File: src/rtl/pin_entry_pkg.sv
// Shared constants and state encoding for the PIN-entry buffer and display driver.
package pin_entry_pkg;

  localparam logic [3:0] BLANK = 4'hF;
  localparam logic [3:0] MASK  = 4'hE;

  typedef enum logic {ENTRY, DONE} state_t;

endpackage

File: src/rtl/pin_entry_display_blink_timer.sv
// Blink phase generator: the phase toggles every TICKS cycles. It can be frozen,
// or restarted to the visible phase (phase_o = 1).
module blink_timer #(
  parameter int TICKS = 12500
) (
  input  logic clk,
  input  logic reset,
  input  logic freeze,
  input  logic restart,
  output logic phase_o
);

  localparam int CW = $clog2(TICKS);

  logic [CW-1:0] tick_cnt;

  always_ff @(posedge clk or posedge reset) begin
    if (reset) begin
      tick_cnt <= '0;
      phase_o  <= 1'b1;
    end else if (restart) begin
      tick_cnt <= '0;
      phase_o  <= 1'b1;
    end else if (!freeze) begin
      if (tick_cnt == CW'(TICKS - 1)) begin
        tick_cnt <= '0;
        phase_o  <= ~phase_o;
      end else begin
        tick_cnt <= tick_cnt + CW'(1);
      end
    end
  end

endmodule

File: src/rtl/pin_entry_display.sv
// PIN-entry buffer and seven-segment nibble driver with a blinking live digit.
// Optional PIN_MASK_EN: committed digits are shown as MASK instead of in clear.
module pin_entry_display
  import pin_entry_pkg::*;
#(
  parameter int DIGITS      = 4,
  parameter int BLINK_TICKS = 12500
) (
  input  logic                        clk_12500hz,
  input  logic                        reset,
  input  logic [3:0]                  value_i,
  input  logic                        enter_i,
  input  logic                        back_i,
  input  logic                        clear_i,
  input  logic                        show_cnt_i,
  input  logic [4*DIGITS-1:0]         cnt_i,
  output logic [4*DIGITS-1:0]         disp_o,
  output logic [4*DIGITS-1:0]         pw_o,
  output logic                        pw_valid_o,
  output logic [$clog2(DIGITS+1)-1:0] count_o
);

  localparam int CW = $clog2(DIGITS + 1);

  state_t       state;
  logic [3:0]   digit_buf [1:DIGITS-1];
  logic         enter_q;
  logic         back_q;
  logic         enter_ev;
  logic         back_ev;
  logic         phase;
  logic [4*DIGITS-1:0] entry_word;
  logic [4*DIGITS-1:0] entry_disp;
  logic [4*DIGITS-1:0] disp_next;

  // Counter view suppresses keypad events but the edge registers keep tracking.
  assign enter_ev = enter_i & ~enter_q & ~show_cnt_i;
  assign back_ev  = back_i  & ~back_q  & ~show_cnt_i;

  assign entry_word[3:0] = value_i;
  assign entry_disp[3:0] = phase ? value_i : BLANK;

  for (genvar gi = 1; gi < DIGITS; gi++) begin : g_slot
    assign entry_word[4*gi +: 4] = digit_buf[gi];
`ifdef PIN_MASK_EN
    assign entry_disp[4*gi +: 4] = (CW'(gi) <= count_o) ? MASK : digit_buf[gi];
`else
    assign entry_disp[4*gi +: 4] = digit_buf[gi];
`endif
  end

  blink_timer #(
    .TICKS(BLINK_TICKS)
  ) u_blink (
    .clk     (clk_12500hz),
    .reset   (reset),
    .freeze  (show_cnt_i),
    .restart (clear_i | (enter_ev & ~back_ev & (state == ENTRY))),
    .phase_o (phase)
  );

  always_ff @(posedge clk_12500hz or posedge reset) begin
    if (reset) begin
      state      <= ENTRY;
      count_o    <= '0;
      pw_o       <= '1;
      pw_valid_o <= 1'b0;
      enter_q    <= 1'b0;
      back_q     <= 1'b0;
      for (int k = 1; k < DIGITS; k++) digit_buf[k] <= BLANK;
    end else begin
      enter_q <= enter_i;
      back_q  <= back_i;
      if (clear_i) begin
        state      <= ENTRY;
        count_o    <= '0;
        pw_valid_o <= 1'b0;
        for (int k = 1; k < DIGITS; k++) digit_buf[k] <= BLANK;
      end else if (state == ENTRY) begin
        if (back_ev) begin
          if (count_o != '0) begin
            for (int k = 1; k < DIGITS - 1; k++) digit_buf[k] <= digit_buf[k+1];
            digit_buf[DIGITS-1] <= BLANK;
            count_o <= count_o - CW'(1);
          end
        end else if (enter_ev) begin
          if (count_o == CW'(DIGITS - 1)) begin
            pw_o       <= entry_word;
            pw_valid_o <= 1'b1;
            count_o    <= CW'(DIGITS);
            state      <= DONE;
          end else begin
            for (int k = DIGITS - 1; k >= 2; k--) digit_buf[k] <= digit_buf[k-1];
            digit_buf[1] <= value_i;
            count_o <= count_o + CW'(1);
          end
        end
      end
    end
  end

  always_comb begin
    disp_next = entry_disp;
    if (show_cnt_i) begin
      disp_next = cnt_i;
    end else if (state == DONE) begin
`ifdef PIN_MASK_EN
      disp_next = {DIGITS{MASK}};
`else
      disp_next = pw_o;
`endif
    end
  end

  always_ff @(posedge clk_12500hz or posedge reset) begin
    if (reset) disp_o <= {DIGITS{BLANK}};
    else       disp_o <= disp_next;
  end

endmodule

File: config.mk
export PLATFORM = sky130hd
export DESIGN_NAME = pin_entry_display
export DESIGN_NICKNAME = d
export VERILOG_FILES = /design/src/rtl/pin_entry_pkg.sv /design/src/rtl/pin_entry_display_blink_timer.sv /design/src/rtl/pin_entry_display.sv
export SDC_FILE = /design/constraint.sdc
export NUM_CORES = 1
export LEC_CHECK = 0
export ABC_AREA = 0
export BUFFER_PORTS_ARGS = -buffer_cell sky130_fd_sc_hd__buf_2
export CAP_MARGIN = 20
export CORE_AREA = 2 2 71 141
export DETAILED_ROUTE_END_ITERATION = 8
export DIE_AREA = 0 0 73 143
export HOLD_SLACK_MARGIN = 0.02
export PLACE_DENSITY = 0.52
export SYNTH_ARGS = -nofsm -noshare
export SYNTH_HDL_FRONTEND = slang
export SYNTH_SLANG_ARGS = --single-unit
File: constraint.sdc
create_clock -name clk_12500hz -period 5 [get_ports clk_12500hz]
set_input_delay 0.5 -clock clk_12500hz [delete_from_list [all_inputs] [get_ports clk_12500hz]]
set_output_delay 0.5 -clock clk_12500hz [all_outputs]
set_load 0.005 [all_outputs]
==> results.cfg <==
[synth]
synth_common_cells = dfstp_2 (45), o21ai_0 (32), nand2_1 (22)
yosysMostFrequentCell = dfstp_2
avgSynthCellArea_um2 = 10.92
synthCells = 293
synth_top_cell_area_share = 0.3694
syn-cell-area_um2 = 3201
synth_fp_nets = 325
synth_top_flop_cell = dfstp_2
synth_area_leaders = dfstp_2 (37%), dfrtp_1 (16%), mux2_2 (5.6%)
ys_warn_count = 0
synth_cell_types = 52
ys_seq_area_frac = 0.5336
async_reset_ff_frac = 1.000
ys_seq_elements = 66
synth_area_leader_cell = dfstp_2
synth_edf_count = 0

[clock_network]
root_buffer = clkbuf_16
clock_latency_ns = 0.33
cts_resized = 0
cts-hold-fix-buffers = 0
cts_setup_buffers = 0
path_clk_slew_ns = 0.06
cts_buffers = 9
cts.sinks = 66
cts.path.max_buffers = 2
cts_tree = done
htree_num_levels = 3

[final_layout]
syn2layout_area_growth_pct = 20.95
stdcell_area_um2 = 3871
nets = 385
instances_no_fill = 462
diodes = 0
fillers = 908
layout-drive-gt1-share = 0.3994

[sta]
rsz0062_at_grt = no
maxSlewHeadroom = 0.3973
fin_crit_sh = 0.4690
hold_violations = 0
finalSetupViolCount = 0
drv_slew = 0
fin_setup_tns_ns = 0
post-route-min-period_ns = 2.345
fmax_mhz = 426.5
fin_ws_ns = 2.655
skew_ns = 0.004629
timing.hold.ws_ns = 0.2906
worst_slew_pin_slew_ns = 0.9021

[floorplan]
rows = 50
chipHeight_um = 143
start_util = 0.3434
io_pins = 62
die_area_um2 = 10440
fp.dieW_um = 73
core-area_um2 = 9321

[place]
dp_cells = 445
placed_cell_area_um2 = 3587
portBuffers = 61
gp_congestion = 0.8980
hpwlAfterDp_um = 5497
pre_cts_slack_ns = 2.278

[routing]
drc_errors = 0
post_drt_via_cell_ratio = 5.405
wl_per_cell_um = 16.96
drt-initial-drc-count = 119
vias = 2497
ant_nets = 0
first_pass_iters = 4
drt-total-wl_um = 7835

[worst_setup_path]
crit_type = reg -> reg
worst-path-buf-inv = 1
startpoint_type = register
cp_top_family = flip-flops
required_ns = 5.25
cp_cell_sequence = inv_1 -> a311o_1 -> or4_1 -> o21ai_0
worstPathArrival_ns = 2.59
cp-end-kind = register
cp_slowest_stage_delay_ns = 0.86
worstPathMaxFanout = 15
cp_slowest_cell = dfrtp_1

[power]
powerDensity_nw_per_um2 = 328.5
ir_drop_mv = 0.1528
p_leak_nw = 1.673

[global_routing]
grt_pass1_wl_um = 12760
grt_pass1_vias = 2532
track_usage = 0.1629
antenna_found_initial = 0
grt_max_degree = 67
overflow = 0

[hold_path]
min_path_type = in -> reg

[flow_run]
cap_violations = 0

[run_status]
status = finished, final reports clean
==> metrics by stage <==
step	utilization	power, mW
3_5_place_dp	0.3848	0.7096
6_report	0.4153	1.272
4_1_cts	0.4141	1.291
2_1_floorplan	-	0.6592
3_3_place_gp	0.3848	0.7073
5_1_grt	0.4153	1.330
==> per-layer routing <==
layer | GRT usage | wire length, µm | vias up
met2 | 0.2897 | 4414 | 56
met3 | 0.03740 | 271 | 15
li1 | - | - | 1200
met5 | 0 | 0 | -
met1 | 0.1760 | 2969 | 1226
met4 | 0.07700 | 179 | 0
==> state kept, by name, summed over array words and instances (netlist names) <==
signal            cells
back_q                1
count_o               3
digit_buf            12
disp_o               16
enter_q               1
pw_o                 16
pw_valid_o            1
state                 1
u_blink.phase_o       1
u_blink.tick_cnt     14
==> cells in the final DEF (no fill, tap or decap), types with 8 or more instances in the layout <==
master	synthesis	final
mux2i_1	12	12
nor2_1	12	12
nand4_1	8	8
nand2_1	22	22
clkbuf_16	0	9
o21ai_0	32	32
buf_2	3	61
a2bb2oi_1	8	8
dfrtp_1	21	21
mux2_2	16	16
inv_1	12	11
or3_1	8	8
dfstp_2	45	45
==> cells by family (layout without fill, tap and decap cells) <==
| family | Yosys count | in the layout | share of synthesized area |
|---|---|---|---|
| AO/OA/AOI/OAI | 70 | 70 | 0.1435 |
| buffers and inverters | 26 | 91 | 0.03166 |
| XOR/XNOR | 6 | 6 | 0.01642 |
| multiplexers | 28 | 28 | 0.09382 |
| adder cells (fa/ha/maj) | 6 | 6 | 0.02346 |
| AND/OR/NAND/NOR | 91 | 91 | 0.1576 |
| flip-flops | 66 | 66 | 0.5336 |
==> final cells by class <==
| cell class | instances | area, µm² | share of cell area |
|---|---|---|---|
| clock buffers | 11 | 242.7 | 0.06270 |
| clock inverters | 5 | 30.03 | 0.007757 |
| inverters | 12 | 45.04 | 0.01164 |
| multi-input cells | 201 | 1391 | 0.3594 |
| flip-flops and latches | 66 | 1708 | 0.4412 |
| well taps | 104 | 130.1 | 0.03361 |
| repair buffers | 63 | 324.1 | 0.08371 |
==> where the power goes <==
part           switching [mW]  total [mW]  internal, mW
clock network           0.227       0.573         0.346
logic                  0.0619       0.110        0.0485
registers              0.0154       0.588         0.573
total                   0.304        1.27         0.967
==> worst paths after layout <==
check,startpoint,depth (start not counted),slack (ns),endpoint
max,state,4,2.66,u_blink.tick_cnt[7]
min,enter_i,1,0.29,enter_q
max reg2reg,state,4,2.66,u_blink.tick_cnt[7]
min reg2reg,u_blink.phase_o,2,0.51,u_blink.phase_o
max in group asynchronous,reset,3,4.04,count_o[1]
min in group asynchronous,reset,3,0.39,u_blink.tick_cnt[6]
==> worst reg2reg max path, stage by stage (launching register included) <==
cell     delay [ns]
dfrtp_1        0.86
inv_1          0.33
a311o_1        0.48
or4_1          0.51
o21ai_0        0.09
(Power assumes the default switching activity.)
